===== src/rtl/i2c_slave_regfile_pkg.sv =====
// Shared I2C definitions: bit-engine state names, ACK/NACK levels and the
// default target address used by the register-file target.
package i2c_pkg;

  typedef enum logic [3:0] {
    IDLE,
    ADDR,
    ADDR_ACK,
    PTR,
    PTR_ACK,
    WDATA,
    WDATA_ACK,
    RDATA,
    RDATA_ACK,
    IGNORE
  } i2c_state_e;

  localparam logic       I2C_ACK          = 1'b0;
  localparam logic       I2C_NACK         = 1'b1;
  localparam logic [6:0] I2C_DEFAULT_ADDR = 7'h50;

endpackage


===== src/rtl/i2c_slave_regfile_if.sv =====
// Pad-side and write-notification signals of the register-file target.
// The slave modport is the target's view; the master modport is the bus side.
interface i2c_slave_regfile_if #(
  parameter int PTR_W = 4
);
  logic             scl_in;
  logic             sda_in;
  logic             sda_oe;
  logic             busy;
  logic             wr_stb;
  logic [PTR_W-1:0] wr_addr;
  logic [7:0]       wr_data;

  modport slave (
    input  scl_in, sda_in,
    output sda_oe, busy, wr_stb, wr_addr, wr_data
  );

  modport master (
    output scl_in, sda_in,
    input  sda_oe, busy, wr_stb, wr_addr, wr_data
  );
endinterface


===== src/rtl/i2c_slave_regfile_sync_edge.sv =====
// Two-flop synchronisers for SCL/SDA plus edge and START/STOP detection.
// Synchronisers reset to the idle bus level so reset never fakes an event.
module i2c_sync_edge (
  input  logic clk,
  input  logic rst,
  input  logic scl_in,
  input  logic sda_in,
  output logic sda,
  output logic scl_rise,
  output logic scl_fall,
  output logic start,
  output logic stop
);
  logic [1:0] scl_sync;
  logic [1:0] sda_sync;
  logic       scl_prev;
  logic       sda_prev;
  logic       scl;

  // Synchronise both pads and keep one cycle of history for edge detection.
  always_ff @(posedge clk or posedge rst) begin
    if (rst) begin
      scl_sync <= 2'b11;
      sda_sync <= 2'b11;
      scl_prev <= 1'b1;
      sda_prev <= 1'b1;
    end else begin
      scl_sync <= {scl_sync[0], scl_in};
      sda_sync <= {sda_sync[0], sda_in};
      scl_prev <= scl_sync[1];
      sda_prev <= sda_sync[1];
    end
  end

  assign scl      = scl_sync[1];
  assign sda      = sda_sync[1];
  assign scl_rise = scl & ~scl_prev;
  assign scl_fall = ~scl & scl_prev;
  assign start    = scl & scl_prev & sda_prev & ~sda;
  assign stop     = scl & scl_prev & ~sda_prev & sda;
endmodule


===== src/rtl/i2c_slave_regfile.sv =====
// I2C target with a small 8-bit register file and auto-incrementing pointer.
// Everything runs on pclk; SCL/SDA are only oversampled.
module i2c_slave_regfile
  import i2c_pkg::*;
#(
  parameter logic [6:0] SLV_ADDR = I2C_DEFAULT_ADDR,
  parameter int         NREG     = 16
) (
  input logic                pclk,
  input logic                preset,
  i2c_slave_regfile_if.slave bus
);
  localparam int PTR_W = $clog2(NREG);

  logic             sda, scl_rise, scl_fall, start, stop;
  i2c_state_e       state_q, state_d;
  logic [3:0]       bit_cnt_q, bit_cnt_d;
  logic [7:0]       shift_q, shift_d;
  logic [PTR_W-1:0] ptr_q, ptr_d;
  logic             sda_oe_q, sda_oe_d;
  logic             busy_q, busy_d;
  logic             wr_stb_q, wr_stb_d;
  logic [PTR_W-1:0] wr_addr_q, wr_addr_d;
  logic [7:0]       wr_data_q, wr_data_d;
  logic [7:0]       rx_byte, rd_byte;
  logic [7:0]       regs [NREG];

  i2c_sync_edge u_sync (
    .clk      (pclk),
    .rst      (preset),
    .scl_in   (bus.scl_in),
    .sda_in   (bus.sda_in),
    .sda      (sda),
    .scl_rise (scl_rise),
    .scl_fall (scl_fall),
    .start    (start),
    .stop     (stop)
  );

  // Protocol state, bit counter, shifter, pointer and registered outputs.
  always_ff @(posedge pclk or posedge preset) begin
    if (preset) begin
      state_q   <= IDLE;
      bit_cnt_q <= '0;
      shift_q   <= '0;
      ptr_q     <= '0;
      sda_oe_q  <= 1'b0;
      busy_q    <= 1'b0;
      wr_stb_q  <= 1'b0;
      wr_addr_q <= '0;
      wr_data_q <= '0;
    end else begin
      state_q   <= state_d;
      bit_cnt_q <= bit_cnt_d;
      shift_q   <= shift_d;
      ptr_q     <= ptr_d;
      sda_oe_q  <= sda_oe_d;
      busy_q    <= busy_d;
      wr_stb_q  <= wr_stb_d;
      wr_addr_q <= wr_addr_d;
      wr_data_q <= wr_data_d;
    end
  end

  // Register file, written only by completed I2C data bytes.
  always_ff @(posedge pclk or posedge preset) begin
    if (preset) begin
      for (int i = 0; i < NREG; i++) regs[i] <= 8'h00;
    end else if (wr_stb_d) begin
      regs[wr_addr_d] <= wr_data_d;
    end
  end

  // Next-state logic: STOP/START override everything; SDA_OE otherwise moves on scl_fall.
  always_comb begin
    state_d   = state_q;
    bit_cnt_d = bit_cnt_q;
    shift_d   = shift_q;
    ptr_d     = ptr_q;
    sda_oe_d  = sda_oe_q;
    busy_d    = busy_q;
    wr_stb_d  = 1'b0;
    wr_addr_d = wr_addr_q;
    wr_data_d = wr_data_q;
    rx_byte   = {shift_q[6:0], sda};
    rd_byte   = regs[ptr_q];

    if (stop) begin
      state_d   = IDLE;
      sda_oe_d  = 1'b0;
      busy_d    = 1'b0;
      bit_cnt_d = '0;
    end else if (start) begin
      state_d   = ADDR;
      sda_oe_d  = 1'b0;
      bit_cnt_d = '0;
    end else begin
      case (state_q)
        ADDR, PTR, WDATA: begin
          if (scl_rise && bit_cnt_q < 4'd8) begin
            shift_d   = rx_byte;
            bit_cnt_d = bit_cnt_q + 4'd1;
            if (bit_cnt_q == 4'd7) begin
              case (state_q)
                ADDR: if (rx_byte[7:1] != SLV_ADDR) state_d = IGNORE;
                PTR:  ptr_d = rx_byte[PTR_W-1:0];
                default: begin
                  wr_stb_d  = 1'b1;
                  wr_addr_d = ptr_q;
                  wr_data_d = rx_byte;
                  ptr_d     = ptr_q + 1'b1;
                end
              endcase
            end
          end else if (scl_fall && bit_cnt_q == 4'd8) begin
            sda_oe_d  = 1'b1;
            bit_cnt_d = '0;
            case (state_q)
              ADDR: begin
                state_d = ADDR_ACK;
                busy_d  = 1'b1;
              end
              PTR:     state_d = PTR_ACK;
              default: state_d = WDATA_ACK;
            endcase
          end
        end
        ADDR_ACK, PTR_ACK, WDATA_ACK: begin
          if (scl_fall) begin
            sda_oe_d  = 1'b0;
            bit_cnt_d = '0;
            if (state_q != ADDR_ACK) begin
              state_d = WDATA;
            end else if (shift_q[0]) begin
              shift_d   = rd_byte;
              sda_oe_d  = ~rd_byte[7];
              bit_cnt_d = 4'd1;
              state_d   = RDATA;
            end else begin
              state_d = PTR;
            end
          end
        end
        RDATA: begin
          if (scl_fall) begin
            if (bit_cnt_q == 4'd8) begin
              sda_oe_d = 1'b0;
              ptr_d    = ptr_q + 1'b1;
              state_d  = RDATA_ACK;
            end else begin
              shift_d   = {shift_q[6:0], 1'b0};
              sda_oe_d  = ~shift_q[6];
              bit_cnt_d = bit_cnt_q + 4'd1;
            end
          end
        end
        RDATA_ACK: begin
          if (scl_rise) begin
            if (sda == I2C_NACK) begin
              state_d  = IGNORE;
              sda_oe_d = 1'b0;
            end else begin
              bit_cnt_d = '0;
            end
          end else if (scl_fall && bit_cnt_q == 4'd0) begin
            shift_d   = rd_byte;
            sda_oe_d  = ~rd_byte[7];
            bit_cnt_d = 4'd1;
            state_d   = RDATA;
          end
        end
        IGNORE:  sda_oe_d = 1'b0;
        default: ;
      endcase
    end
  end

  assign bus.sda_oe  = sda_oe_q;
  assign bus.busy    = busy_q;
  assign bus.wr_stb  = wr_stb_q;
  assign bus.wr_addr = wr_addr_q;
  assign bus.wr_data = wr_data_q;
endmodule


===== src/flat_wrapper.sv =====
// flat-port wrapper written by rule: the top's interface ports become plain ports
module i2c_slave_regfile_flat import i2c_pkg::*;
#(
  parameter logic [6:0] SLV_ADDR = I2C_DEFAULT_ADDR,
  parameter int         NREG     = 16
)
  (pclk, preset, bus_scl_in, bus_sda_in, bus_sda_oe, bus_busy, bus_wr_stb, bus_wr_addr, bus_wr_data);
  i2c_slave_regfile_if #(.PTR_W(4)) bus_i ();
  input logic pclk;
  input logic preset;
  input wire logic [$bits(bus_i.scl_in)-1:0] bus_scl_in;
  input wire logic [$bits(bus_i.sda_in)-1:0] bus_sda_in;
  output wire logic [$bits(bus_i.sda_oe)-1:0] bus_sda_oe;
  output wire logic [$bits(bus_i.busy)-1:0] bus_busy;
  output wire logic [$bits(bus_i.wr_stb)-1:0] bus_wr_stb;
  output wire logic [$bits(bus_i.wr_addr)-1:0] bus_wr_addr;
  output wire logic [$bits(bus_i.wr_data)-1:0] bus_wr_data;
  assign bus_i.scl_in = bus_scl_in;
  assign bus_i.sda_in = bus_sda_in;
  assign bus_sda_oe = bus_i.sda_oe;
  assign bus_busy = bus_i.busy;
  assign bus_wr_stb = bus_i.wr_stb;
  assign bus_wr_addr = bus_i.wr_addr;
  assign bus_wr_data = bus_i.wr_data;
  i2c_slave_regfile #(.SLV_ADDR(SLV_ADDR), .NREG(NREG)) u_core (.pclk(pclk), .preset(preset), .bus(bus_i));
endmodule

===== config.mk =====
export PLATFORM = sky130hd
export DESIGN_NAME = i2c_slave_regfile_flat
export DESIGN_NICKNAME = d
export VERILOG_FILES = /design/src/rtl/i2c_slave_regfile_pkg.sv /design/src/rtl/i2c_slave_regfile_if.sv /design/src/rtl/i2c_slave_regfile_sync_edge.sv /design/src/rtl/i2c_slave_regfile.sv /design/src/flat_wrapper.sv
export SDC_FILE = /design/constraint.sdc
export NUM_CORES = 1
export LEC_CHECK = 0
export ABC_CLOCK_PERIOD_IN_PS = 5000
export CORE_MARGIN = 2
export CORE_UTILIZATION = 45
export CTS_CLUSTER_SIZE = 16
export DETAILED_ROUTE_END_ITERATION = 12
export DONT_BUFFER_PORTS = 1
export PLACE_DENSITY_LB_ADDON = 0.15
export SLEW_MARGIN = 0
export SYNTH_ARGS = -nofsm -noshare
export SYNTH_HDL_FRONTEND = slang
export SYNTH_SLANG_ARGS = --single-unit

===== constraint.sdc =====
create_clock -name pclk -period 5 [get_ports pclk]
set_input_delay 0.5 -clock pclk [delete_from_list [all_inputs] [get_ports pclk]]
set_output_delay 0.5 -clock pclk [all_outputs]
set_load 0.02 [all_outputs]

-- After elaboration in Yosys (flattened, before gate mapping)
Cells that the tools add are included.
W data, S select, Z words.
- add/sub/neg operators: 2
- $mul: 0
- divide/modulo/power cells: 0
- order comparisons: 4
- equality and inequality tests: 39
- shift operators: 0
- multiplexer cells: 88
- bitwise operators: 17
- reductions and logical operators: 22
- operator list (cell ; count):
    $mux W4 ; 35
    $bwmux W128 ; 1
    $mux W8 ; 9
    $mux W7 ; 8
    $bmux W8 S4 ; 1
    $demux W8 S4 ; 1
    $pmux W4 S4 ; 2
    $pmux W7 S4 ; 1
    $mux W1 ; 25
    $eq A4 B3 Y1 const B ; 5
    $reduce_and A10 Y1 ; 2
    $ne A2 B1 Y1 const B ; 8
    $ne A4 B1 Y1 const B ; 4
    $pmux W4 S2 ; 2
    $ne A5 B3 Y1 const B ; 3
    $reduce_and A7 Y1 ; 2
    $eq A4 B4 Y1 const B ; 3
    $ne A4 B2 Y1 const B ; 3
    $reduce_and A11 Y1 ; 1
    $ge A5 B5 Y1 const B ; 2
    $ne A2 B2 Y1 const B ; 5
    $ne A5 B1 Y1 const B ; 2
    $ne A5 B5 Y1 const B ; 2
    $not A4 Y5 ; 2
    21 further kinds ; 43
- register bits after elaboration: 168
- bits in latches: 0
- bits in writable memories: 0
- ROM bits: 0
- input bits: 4
- output and inout port bits: 15
- word-level logic and storage cells: 202
- memories: 0

-- Depth between registers and ports, before layout
- depth in word-level cells: 14
- mapped depth: 10
- depth with buffers taken out: 7

-- By module
Synthesis repeated with hierarchy kept, for this count alone.
- cells, all modules: 753
- area total of the unflattened synthesis: 8046.5 um^2
- modules (own cells, without submodules) (module ; instances ; cells each ; area an instance (um^2) ; seq. area each (um^2)):
    i2c_slave_regfile ; 1 ; 742 ; 7852.5 ; 4053.9
    i2c_sync_edge ; 1 ; 11 ; 193.9 ; 157.7

-- Worst setup path before layout
OpenSTA, ideal clock, no wires.
- path type: register to register
- from: reg u_core.u_sync.scl_sync[1]
- to: reg u_core.regs[40] in the netlist's numbering
- arrival: 2.243 ns
- setup slack: 2.625 ns
- stages on the path, launching flop included: 10
- clock period less this slack: 2.375 ns
- path through: dfstp_2 or3b_1 or4_1 buf_6 clkinv_2 buf_12 nand3_4 buf_2 nand2_1 o21ai_1
- cells in the longest elaborated chain, start to end: 12
- RTL lines (what ; line ; text):
    start: declaration ; i2c_slave_regfile_sync_edge.sv:14 ; logic [1:0] scl_sync;
    start signal: assignment ; i2c_slave_regfile_sync_edge.sv:28 ; scl_sync <= {scl_sync[0], scl_in};
    $and A1 B1 Y1 ; i2c_slave_regfile_sync_edge.sv:37 ; assign scl_rise = scl & ~scl_prev;
    $logic_and A1 B1 Y1 ; i2c_slave_regfile.sv:100 ; if (scl_rise && bit_cnt_q < 4'd8) begin
    $mux W4 ; i2c_slave_regfile.sv:100 ;
    $mux W4 ; i2c_slave_regfile.sv:98 ; case (state_q)
    $mux W4 ; i2c_slave_regfile.sv:93 ; end else if (start) begin
    $mux W4 ; i2c_slave_regfile.sv:88 ; if (stop) begin
    $not A4 Y5 (not written as such) ; i2c_slave_regfile.sv:70 ; regs[wr_addr_d] <= wr_data_d;
    $ge A5 B5 Y1 (not written as such) or $lt A5 B1 Y1 (tied branches) ; i2c_slave_regfile.sv:70 ;
    $logic_and A1 B1 Y1 (not written as such) ; i2c_slave_regfile.sv:70 ;
    $mux W8 (not written as such) ; i2c_slave_regfile.sv:70 ;
    $demux W8 S4 ; i2c_slave_regfile.sv:70 ;
    $bwmux W128 ; i2c_slave_regfile.sv:70 ;
    end signal: indexed assignment ; i2c_slave_regfile.sv:70 ;
    end: declaration ; i2c_slave_regfile.sv:26 ; logic [7:0] regs [NREG];
Parallel ways exist; a longest one is shown, timed or not.
A chain may end at the register's enable or synchronous reset.

-- Worst setup path after layout
- from: reg u_core.u_sync.scl_sync[1]
- to: reg u_core.regs[39] in the netlist's numbering
The elaborated chain is that of the path after synthesis.

==> impl_metrics.ini <==
[min_path]
whs_path_depth = 0
min_to = u_core.u_sync.sda_sync[0]
min-delay-path-class = primary input to register
min_from = bus_sda_in

[sta]
timing.fmax_mhz = 300
slew_violations = 0
fin_hold_ws_ns = 0.0632
period_share_pct = 66.6
final-setup-viol-count = 0
maxSlewHeadroom_pct = 28.2
setup_tns_ns = 0
worst_pin_slew_ns = 1.07
hold_viol_final = 0
skew_ns = 0.0137
worst_slack_ns = 1.67
grt_setup_unrepaired = no
fin_crit_ns = 3.33

[yosys]
syn_inst = 767
synthAdderAreaFrac_pct = 0.455
synth_nets = 774
ys_warn_count = 0
yosys.area_share.simple_pct = 16.2
synth-xor-area-share_pct = 0.106
synth_seq_cells = 168
avgSynthCellArea_um2 = 10.8
synthTopCellsByArea = dfrtp_1 49%, mux4_2 9.0%, nand2_1 7.0%, o21ai_1 6.5%, nand3_4 3.2%
yosys.area.top_type_share_pct = 49.1
synthesis.area_um2 = 8250
synth_edf_count = 0
async_flop_share_pct = 100
seq_area_frac_synth_pct = 51.1
synth.area.mux_share_pct = 11.3
yosysUniqueCellTypes = 70
synth_top_area_cell = dfrtp_1
synth_top_family_by_area = simple AND/OR/NAND/NOR gates
synth-compound-area-share_pct = 15.8
synth_ff_type = dfrtp_1

[critical_path]
rrSetupSlack_ns = 1.67
r2r-end = u_core.regs[39]
worstReg2RegStart = u_core.u_sync.scl_sync[1]
critPathMaxFanout = 21
cp.arrival_ns = 3.60
cp-end-kind = register
start_kind = register
worstSetupPathType = register to register
ff2ff_path_depth = 7
cp_data_required_time_ns = 5.27

[clock_tree]
cts_buffer_depth = 2
ctsResizeCount = 0
numCtsBuffers = 17
clock_latency_ns = 0.43
clockRootBuffer = clkbuf_16
cts_hold_buf = 0
postCtsSetupRepairBufs = 0
cts.sinks = 168
cts_tree = done
cts_max_level = 4
path_clk_slew_ns = 0.06

[power]
power_leakage_nw = 3.57
clock_power_share_pct = 39.0
finalPower_mw = 3.53
power_density_nw_per_um2 = 397
comb_power_share_pct = 17.1
ir_drop_uv = 368
netSwitchingFraction_pct = 29.9
p_seq_share_pct = 43.9
p_int_mw = 2.48
p_sw_mw = 1.05

[grt]
grt_max_degree = 169
grt_pass1_vias = 5610
grt_pass1_wl_um = 31700
antenna_found_initial = 0
grtUsageTotal_pct = 21.0
gr-total-overflow = 0

[placed_design]
dp_hpwl_um = 12800
port_buffers = 0
place.gp.congestion = 0.843
dp.cells = 948
pre_cts_slack_ns = 1.68
place_area_um2 = 8270

[final_layout]
multi_input_area_um2 = 3630
register_area_um2 = 4210
postLayoutCoreUtil_pct = 49.5
fin_area_um2 = 8890
layout_commonest_cell = dfrtp_1
layout-drive-gt1-share_pct = 15.3
fin_nets = 745
mostFrequentLayoutCells = 160 x dfrtp_1, 153 x nand2_1, 107 x o21ai_1
fillers = 1630
antenna_cells = 0
syn2layout_area_growth_pct = 7.75
stdcell_count = 980

[status]
outcome = complete, no violations

[route]
wire_per_inst_um = 19.6
routed-via-count = 5744
viasPerCell = 5.86
drt_iter0_drc = 490
wl_um = 19200
drc = 0
dr.pass1.iters = 5
final_antenna_net_count = 0

[die]
pin_count = 19
core.rowCount = 49
die_area_um2 = 19400
core-area_um2 = 18000
initial_core_util_pct = 45.9
die_y_um = 139
die_w_um = 139

[flow_run]
maxCapViolations = 0
==> kinds of logic after synthesis <==
| kind of cell | count (synthesis) |
|---|---|
| AND/OR/NAND/NOR | 248 |
| AO/OA/AOI/OAI | 221 |
| flip-flops | 168 |
| buffers and inverters | 76 |
| multiplexers | 50 |
| adder cells (fa/ha/maj) | 3 |
| XOR/XNOR | 1 |
==> worst max-delay path by stage <==
stage	slack, ns	to	from
floorplan	2.36	u_core.bit_cnt_q[0]	preset
global placement	1.79	u_core.regs[33]	u_core.u_sync.scl_sync[1]
detailed placement	1.68	u_core.regs[39]	u_core.u_sync.scl_sync[1]
CTS	1.68	u_core.regs[34]	u_core.u_sync.scl_sync[1]
global route	1.43	u_core.regs[36]	u_core.u_sync.scl_sync[1]
finish	1.67	u_core.regs[39]	u_core.u_sync.scl_sync[1]
==> per-layer routing <==
layer  part of all wire [%]  vias up  track usage [%]
met3                    4.7       19             4.47
met1                     46     2872             30.4
li1                       -     2701                -
met5                      0        -                0
met4                    1.0        0             5.05
met2                     48      152             32.7
==> state kept, by name, indices dropped and copies added (netlist names) <==
register                cells
u_core.u_sync.scl_prev      1
u_core.u_sync.sda_sync      2
u_core.bus.wr_addr          4
u_core.regs               128
u_core.bit_cnt_q            4
u_core.bus.sda_oe           1
u_core.ptr_q                4
u_core.bus.wr_stb           1
u_core.bus.busy             1
u_core.shift_q              7
u_core.u_sync.scl_sync      2
u_core.bus.wr_data          8
u_core.state_q              4
u_core.u_sync.sda_prev      1
==> worst max-delay path: stages (launching register included) <==
cell and delay [ns]:
dfstp_2 0.66, or3b_1 0.42, or4_1 0.53, buf_4 0.25
clkinv_2 0.47, nand3_1 0.54, nand2_1 0.19, o21ai_0 0.10
==> final cells by class <==
class | count | share of cell area (%)
clock inverter | 13 | 1.90
sequential | 168 | 47.4
tap | 229 | 3.22
multi-input combinational | 523 | 40.8
clock buffer | 19 | 5.10
timing repair buffer | 4 | 0.479
inverter | 24 | 1.07
==> synth_stat cells (11+ instances only) <==
master / count
a211oi_1: 11
a21oi_1: 25
a22oi_1: 13
buf_2: 21
clkbuf_1: 15
dfrtp_1: 162
inv_1: 23
mux2i_1: 12
mux4_2: 33
nand2_1: 153
nand3_4: 15
nor2_1: 16
nor2b_1: 11
o21ai_0: 31
o21ai_1: 107
==> power by group through the flow <==
stage                     clock network, mW  registers (mW)  logic [mW]
after floorplan                           0            1.49       0.528
after global placement                    0            1.57       0.589
after detailed placement                  0            1.57       0.596
after CTS                              1.41            1.54       0.597
after global routing                   1.47            1.56       0.662
final                                  1.38            1.55       0.605
Power figures use the tool's default switching activity.
